[src/rtl/systolic_feeder_if.sv]
// systolic_feeder_if: buffer write port, run control and array-edge lanes of the feeder.
// Ports: wr_en/wr_sel/wr_addr/wr_data load the A/B buffers; start/busy/done control a run;
//        a_out/b_out/mode_out drive the systolic array's left edge, top edge and PE mode line.
interface systolic_feeder_if #(
    parameter int N = 4,
    parameter int K = 4,
    parameter int W = 8
);
    localparam int AW = $clog2(K);

    logic            wr_en;
    logic            wr_sel;
    logic [AW-1:0]   wr_addr;
    logic [N*W-1:0]  wr_data;
    logic            start;
    logic            busy;
    logic            done;
    logic [N*W-1:0]  a_out;
    logic [N*W-1:0]  b_out;
    logic            mode_out;

    modport master (
        output wr_en, wr_sel, wr_addr, wr_data, start,
        input  busy, done, a_out, b_out, mode_out
    );

    modport slave (
        input  wr_en, wr_sel, wr_addr, wr_data, start,
        output busy, done, a_out, b_out, mode_out
    );
endinterface

[src/rtl/systolic_feeder.sv]
// systolic_feeder: buffers K A-column / B-row vectors, then streams them skewed into an NxN
// systolic array, flushes with zeros and (with SYSTOLIC_FEEDER_DRAIN_EN) holds mode high to drain.
// Ports: clk, rst (sync, active-high), bus (systolic_feeder_if.slave). All outputs registered;
// first stream step appears one cycle after the start edge, done pulses as busy falls.
module systolic_feeder #(
    parameter int N = 4,
    parameter int K = 4,
    parameter int W = 8
) (
    input  logic               clk,
    input  logic               rst,
    systolic_feeder_if.slave   bus
);
    localparam int CW = $clog2(K + N + 1);
    localparam logic [CW-1:0] T_ONE         = CW'(1);
    // STREAM runs one extra step: step t shows skew slice t-1, so t=0 is the all-zero cycle 0.
    localparam logic [CW-1:0] T_STREAM_LAST = CW'(K + N - 1);
    localparam logic [CW-1:0] T_PHASE_LAST  = CW'(N - 1);

`ifdef SYSTOLIC_FEEDER_DRAIN_EN
    typedef enum logic [1:0] {IDLE, STREAM, FLUSH, DRAIN} state_t;
`else
    typedef enum logic [1:0] {IDLE, STREAM, FLUSH} state_t;
`endif

    state_t          state, state_nxt;
    logic [CW-1:0]   t, t_nxt;

    logic [N*W-1:0]  a_buf [K];
    logic [N*W-1:0]  b_buf [K];

    logic            busy_q, busy_nxt;
    logic            done_q, done_nxt;
    logic            mode_q, mode_nxt;
    logic [N*W-1:0]  a_q, a_nxt;
    logic [N*W-1:0]  b_q, b_nxt;

    // Buffer writes: out-of-range addresses match no entry; blocked for the whole run.
    // Not reset, so a run can be repeated after a reset without reloading.
    always_ff @(posedge clk) begin
        for (int k = 0; k < K; k++) begin
            if (bus.wr_en && !busy_q && int'(bus.wr_addr) == k) begin
                if (bus.wr_sel) b_buf[k] <= bus.wr_data;
                else            a_buf[k] <= bus.wr_data;
            end
        end
    end

    // Outputs are registered from the next state, so each edge presents the phase it enters.
    always_comb begin
        state_nxt = state;
        t_nxt     = t + T_ONE;
        done_nxt  = 1'b0;
        unique case (state)
            IDLE: begin
                t_nxt = '0;
                if (bus.start) state_nxt = STREAM;
            end
            STREAM: begin
                if (t == T_STREAM_LAST) begin
                    state_nxt = FLUSH;
                    t_nxt     = '0;
                end
            end
            FLUSH: begin
                if (t == T_PHASE_LAST) begin
                    t_nxt = '0;
`ifdef SYSTOLIC_FEEDER_DRAIN_EN
                    state_nxt = DRAIN;
`else
                    state_nxt = IDLE;
                    done_nxt  = 1'b1;
`endif
                end
            end
`ifdef SYSTOLIC_FEEDER_DRAIN_EN
            DRAIN: begin
                if (t == T_PHASE_LAST) begin
                    state_nxt = IDLE;
                    t_nxt     = '0;
                    done_nxt  = 1'b1;
                end
            end
`endif
            default: begin
                state_nxt = IDLE;
                t_nxt     = '0;
            end
        endcase

        busy_nxt = (state_nxt != IDLE);
`ifdef SYSTOLIC_FEEDER_DRAIN_EN
        mode_nxt = (state_nxt == DRAIN);
`else
        mode_nxt = 1'b0;
`endif

        // Diagonal skew: lane i carries vector (t-1-i) when that index is within 0..K-1.
        a_nxt = '0;
        b_nxt = '0;
        if (state_nxt == STREAM) begin
            for (int i = 0; i < N; i++) begin
                for (int k = 0; k < K; k++) begin
                    if (int'(t_nxt) - 1 - i == k) begin
                        a_nxt[i*W +: W] = a_buf[k][i*W +: W];
                        b_nxt[i*W +: W] = b_buf[k][i*W +: W];
                    end
                end
            end
        end
    end

    always_ff @(posedge clk) begin
        if (rst) begin
            state  <= IDLE;
            t      <= '0;
            busy_q <= 1'b0;
            done_q <= 1'b0;
            mode_q <= 1'b0;
            a_q    <= '0;
            b_q    <= '0;
        end else begin
            state  <= state_nxt;
            t      <= t_nxt;
            busy_q <= busy_nxt;
            done_q <= done_nxt;
            mode_q <= mode_nxt;
            a_q    <= a_nxt;
            b_q    <= b_nxt;
        end
    end

    assign bus.busy  = busy_q;
    assign bus.done  = done_q;
    assign bus.a_out = a_q;
    assign bus.b_out = b_q;
`ifdef SYSTOLIC_FEEDER_DRAIN_EN
    assign bus.mode_out = mode_q;
`else
    // The external controller owns the PE mode line in this build.
    assign bus.mode_out = 1'b0;
`endif
endmodule

[src/flat_wrapper.sv]
// flat-port wrapper written by rule: the top's interface ports become plain ports
module systolic_feeder_flat 
#(
    parameter int N = 4,
    parameter int K = 4,
    parameter int W = 8
)
  (clk, rst, bus_wr_en, bus_wr_sel, bus_wr_addr, bus_wr_data, bus_start, bus_busy, bus_done, bus_a_out, bus_b_out, bus_mode_out);
  systolic_feeder_if #(.N(N), .K(K), .W(W)) bus_i ();
  input  logic clk;
  input  logic rst;
  input wire logic [$bits(bus_i.wr_en)-1:0] bus_wr_en;
  input wire logic [$bits(bus_i.wr_sel)-1:0] bus_wr_sel;
  input wire logic [$bits(bus_i.wr_addr)-1:0] bus_wr_addr;
  input wire logic [$bits(bus_i.wr_data)-1:0] bus_wr_data;
  input wire logic [$bits(bus_i.start)-1:0] bus_start;
  output wire logic [$bits(bus_i.busy)-1:0] bus_busy;
  output wire logic [$bits(bus_i.done)-1:0] bus_done;
  output wire logic [$bits(bus_i.a_out)-1:0] bus_a_out;
  output wire logic [$bits(bus_i.b_out)-1:0] bus_b_out;
  output wire logic [$bits(bus_i.mode_out)-1:0] bus_mode_out;
  assign bus_i.wr_en = bus_wr_en;
  assign bus_i.wr_sel = bus_wr_sel;
  assign bus_i.wr_addr = bus_wr_addr;
  assign bus_i.wr_data = bus_wr_data;
  assign bus_i.start = bus_start;
  assign bus_busy = bus_i.busy;
  assign bus_done = bus_i.done;
  assign bus_a_out = bus_i.a_out;
  assign bus_b_out = bus_i.b_out;
  assign bus_mode_out = bus_i.mode_out;
  systolic_feeder #(.N(N), .K(K), .W(W)) u_core (.clk(clk), .rst(rst), .bus(bus_i));
endmodule
[config.mk]
export PLATFORM = sky130hd
export DESIGN_NAME = systolic_feeder_flat
export DESIGN_NICKNAME = d
export VERILOG_FILES = /design/src/rtl/systolic_feeder_if.sv /design/src/rtl/systolic_feeder.sv /design/src/flat_wrapper.sv
export SDC_FILE = /design/constraint.sdc
export NUM_CORES = 1
export LEC_CHECK = 0
export BUFFER_PORTS_ARGS = -buffer_cell sky130_fd_sc_hd__buf_2
export CAP_MARGIN = 20
export CORE_ASPECT_RATIO = 0.9
export CORE_UTILIZATION = 53
export CTS_CLUSTER_DIAMETER = 100
export DETAILED_ROUTE_END_ITERATION = 8
export HOLD_SLACK_MARGIN = 0.06
export PLACE_DENSITY = 0.75
export SLEW_MARGIN = 20
export SYNTH_ARGS = -nofsm -noshare
export SYNTH_HDL_FRONTEND = slang
export SYNTH_SLANG_ARGS = --single-unit
[constraint.sdc]
create_clock -name clk -period 4.5 [get_ports clk]
set_input_delay 0.225 -clock clk [delete_from_list [all_inputs] [get_ports clk]]
set_output_delay 0.225 -clock clk [all_outputs]
set_load 0.005 [all_outputs]
==> flow_summary.json <==
{
  "setup_viol": 0,
  "end_kind": "flop",
  "r2r_slack_ns": 0.09,
  "ys_ff_latch": 328,
  "yosysTopAreaCell": "edfxtp_1",
  "cp.required_ns": 5.00,
  "netlist_area_um2": 12300,
  "start_kind": "flop",
  "wl_um": 27700,
  "vias": 7771,
  "final_nets": 1070,
  "p_leak_uw": 0.00541,
  "die_w_um": 163,
  "first_iter_violations": 661,
  "antenna_found_initial": 0,
  "initial_utilization_pct": 54.5,
  "finalHoldViolCount": 0,
  "drive_gt1_share_pct": 26.3,
  "grt.total_usage_pct": 23.0,
  "grt_pass1_wl_um": 41900,
  "antenna_cells": 0,
  "async_flop_share_pct": 0,
  "cts_tree": "done",
  "clock_sinks": 328,
  "fin_util_pct": 67.2,
  "hold_ws_ns": 0.222,
  "seq_area_frac_synth_pct": 73.9,
  "routedWlPerCell_um": 21.0,
  "synthDistinctLibCells": 61,
  "port_buffers": 104,
  "area_growth_syn_to_layout_pct": 23.2,
  "pin_count": 106,
  "synth_area_per_cell_um2": 14.8,
  "r2r_cells": 22,
  "finish.instance_area_um2": 15200,
  "place_inst": 1224,
  "worst_pin_slew_ns": 1.07,
  "min_from": "bus_start",
  "relSlewSlack_pct": 28.5,
  "powerDensity_nw_per_um2": 417,
  "die_h_um": 147,
  "r2r_end": "u_core.bus.b_out[26]$_SDFF_PP0_",
  "max_freq_ghz": 0.227,
  "synth-warning-count": 0,
  "period_share_pct": 98.1,
  "status": "complete, no violations",
  "yosys-top-cells-count": "edfxtp_1, nand2_1, dfxtp_1",
  "period_minus_slack_ns": 4.41,
  "path_clk_slew_ns": 0.06,
  "htreeDepth": 1,
  "dr.pass1.iters": 5,
  "clock_skew_ns": 0.00915,
  "synth_most_common_cell": "edfxtp_1",
  "netlist.area_leader.share_pct": 62.3,
  "hold_depth": 5,
  "place_congestion": 0.865,
  "numCtsBuffers": 31,
  "final_cells": 1324,
  "cp_max_fo": 8,
  "ir_drop_mv": 0.356,
  "grt_max_degree": 56,
  "coreArea_um2": 22600,
  "num_rows": 52,
  "r2r_start": "u_core.state[1]$_SDFF_PP0_",
  "grt_pass1_vias": 7636,
  "path_class": "flop to flop",
  "via_per_inst": 5.87,
  "min_to": "u_core.state[0]$_SDFF_PP0_",
  "die-area_um2": 23900,
  "setup_ws_ns": 0.0855,
  "cap_violations": 0,
  "post-dp-hpwl_um": 15200,
  "synth_fp_nets": 901,
  "clock_path_buffers": 3,
  "route.detailed.drc": 0,
  "slew_violations": 0,
  "holdCritPathClass": "input pin to flop",
  "synth.area.top_cells": "edfxtp_1, dfxtp_1, ha_1, nand2_1, a221oi_1",
  "worstPathArrival_ns": 4.92,
  "synthCells": 833,
  "drtAntennaViolNets": 0,
  "clk_latency_ns": 0.57,
  "post-place-ws_ns": -0.398,
  "ctsRootBufferMaster": "clkbuf_16",
  "synth_enable_flop_cells": 256,
  "grt_overflow_total": 0,
  "ys.flop_type": "edfxtp_1",
  "dpl_cell_area_um2": 13400
}
-- metrics by stage --
stage	total power (uW)	TNS [ns]
final	6340	0
after global routing	6510	-0.880
after CTS	6340	0
after detailed placement	3630	-5.20
after global placement	3620	-1.63
after floorplan	3520	0
-- per-layer routing --
layer | global-route usage (%) | part of all wire (%)
met1 | 31.7 | 42
met5 | 0 | 0
met3 | 4.29 | 7.4
met2 | 37.0 | 48
met4 | 7.66 | 2.6
-- timing repair --
action,4_1_cts,5_1_grt
cloned,0,1
setup buffers,1,6
hold buffers,33,0
pin swaps,3,11
hold endpoints to repair,262,0
gates resized for setup,13,35
setup endpoints to repair,16,41
-- flip-flops by register name, summed over array words and instances, names as in the netlist --
register,flops
u_core.t,4
u_core.bus.a_out,32
u_core.bus.b_out,32
u_core.a_buf,128
u_core.b_buf,128
u_core.bus.busy,1
u_core.state,2
u_core.bus.done,1
-- power by group --
group | switching, uW | internal (uW)
combinational | 179 | 106
sequential | 14.3 | 3310
clock | 1090 | 1640
-- kinds of logic after synthesis --
group,Yosys count,synth area share (%)
adder cells (fa/ha/maj),29,2.94
AO/OA/AOI/OAI,177,9.62
buffers and inverters,61,2.20
XOR/XNOR,8,0.568
multiplexers,14,1.14
flip-flops,328,73.9
AND/OR/NAND/NOR,215,9.57
other,1,0.0304
-- worst max-delay path, stage by stage, from the launching register on --
cell       delay [ns]
dfxtp_4          0.37
inv_4            0.08
ha_4             0.17
nor2_2           0.05
or4b_4           0.56
nor2_4           0.14
inv_2            0.07
ha_4             0.18
inv_4            0.09
xnor2_4          0.13
inv_2            0.07
ha_1             0.20
o21a_1           0.11
and2_4           0.15
or2_4            0.24
ha_4             0.22
nor4bb_4         0.27
and4_4           0.26
o311ai_4         0.12
nor4bb_4         0.38
a32oi_4          0.14
clkbuf_16        0.22
a21oi_4          0.11
-- how the worst max path moves through the flow --
stage | from | endpoint | cells after the start
2_1_floorplan | u_core.state[1]$_SDFF_PP0_ | u_core.bus.a_out[30]$_SDFF_PP0_ | 21
3_3_place_gp | u_core.state[1]$_SDFF_PP0_ | u_core.bus.b_out[26]$_SDFF_PP0_ | 21
3_5_place_dp | u_core.state[1]$_SDFF_PP0_ | u_core.bus.b_out[26]$_SDFF_PP0_ | 21
4_1_cts | u_core.state[1]$_SDFF_PP0_ | u_core.bus.b_out[24]$_SDFF_PP0_ | 22
5_1_grt | u_core.state[1]$_SDFF_PP0_ | u_core.bus.b_out[24]$_SDFF_PP0_ | 22
6_report | u_core.state[1]$_SDFF_PP0_ | u_core.bus.b_out[26]$_SDFF_PP0_ | 22
-- layout make-up --
type	count	area (um2)
sequential	328	9140
fill	1553	7440
multi-input combinational	444	3290
timing repair buffer	182	1260
clock buffer	42	827
tap	297	372
clock inverter	16	246
inverter	15	63.8
-- placed cells by master, fill, tap and decap left out, types with 10 or more instances in the layout --
| master | synthesis | layout |
|---|---|---|
| ha_1 | 29 | 19 |
| nor4_2 | 10 | 12 |
| buf_4 | 1 | 40 |
| and3_1 | 15 | 15 |
| buf_2 | 5 | 104 |
| a21oi_1 | 33 | 24 |
| clkbuf_1 | 32 | 10 |
| edfxtp_1 | 256 | 256 |
| dfxtp_1 | 72 | 69 |
| nor3_1 | 35 | 35 |
| a22oi_1 | 16 | 16 |
| a221oi_1 | 33 | 33 |
| o22ai_1 | 32 | 32 |
| dlygate4sd3_1 | 0 | 33 |
| clkbuf_16 | 0 | 32 |
| nand2_1 | 82 | 81 |
| nor2_1 | 20 | 12 |
| mux2i_1 | 14 | 14 |
| o21ai_0 | 41 | 41 |
(Power assumes the default switching activity.)
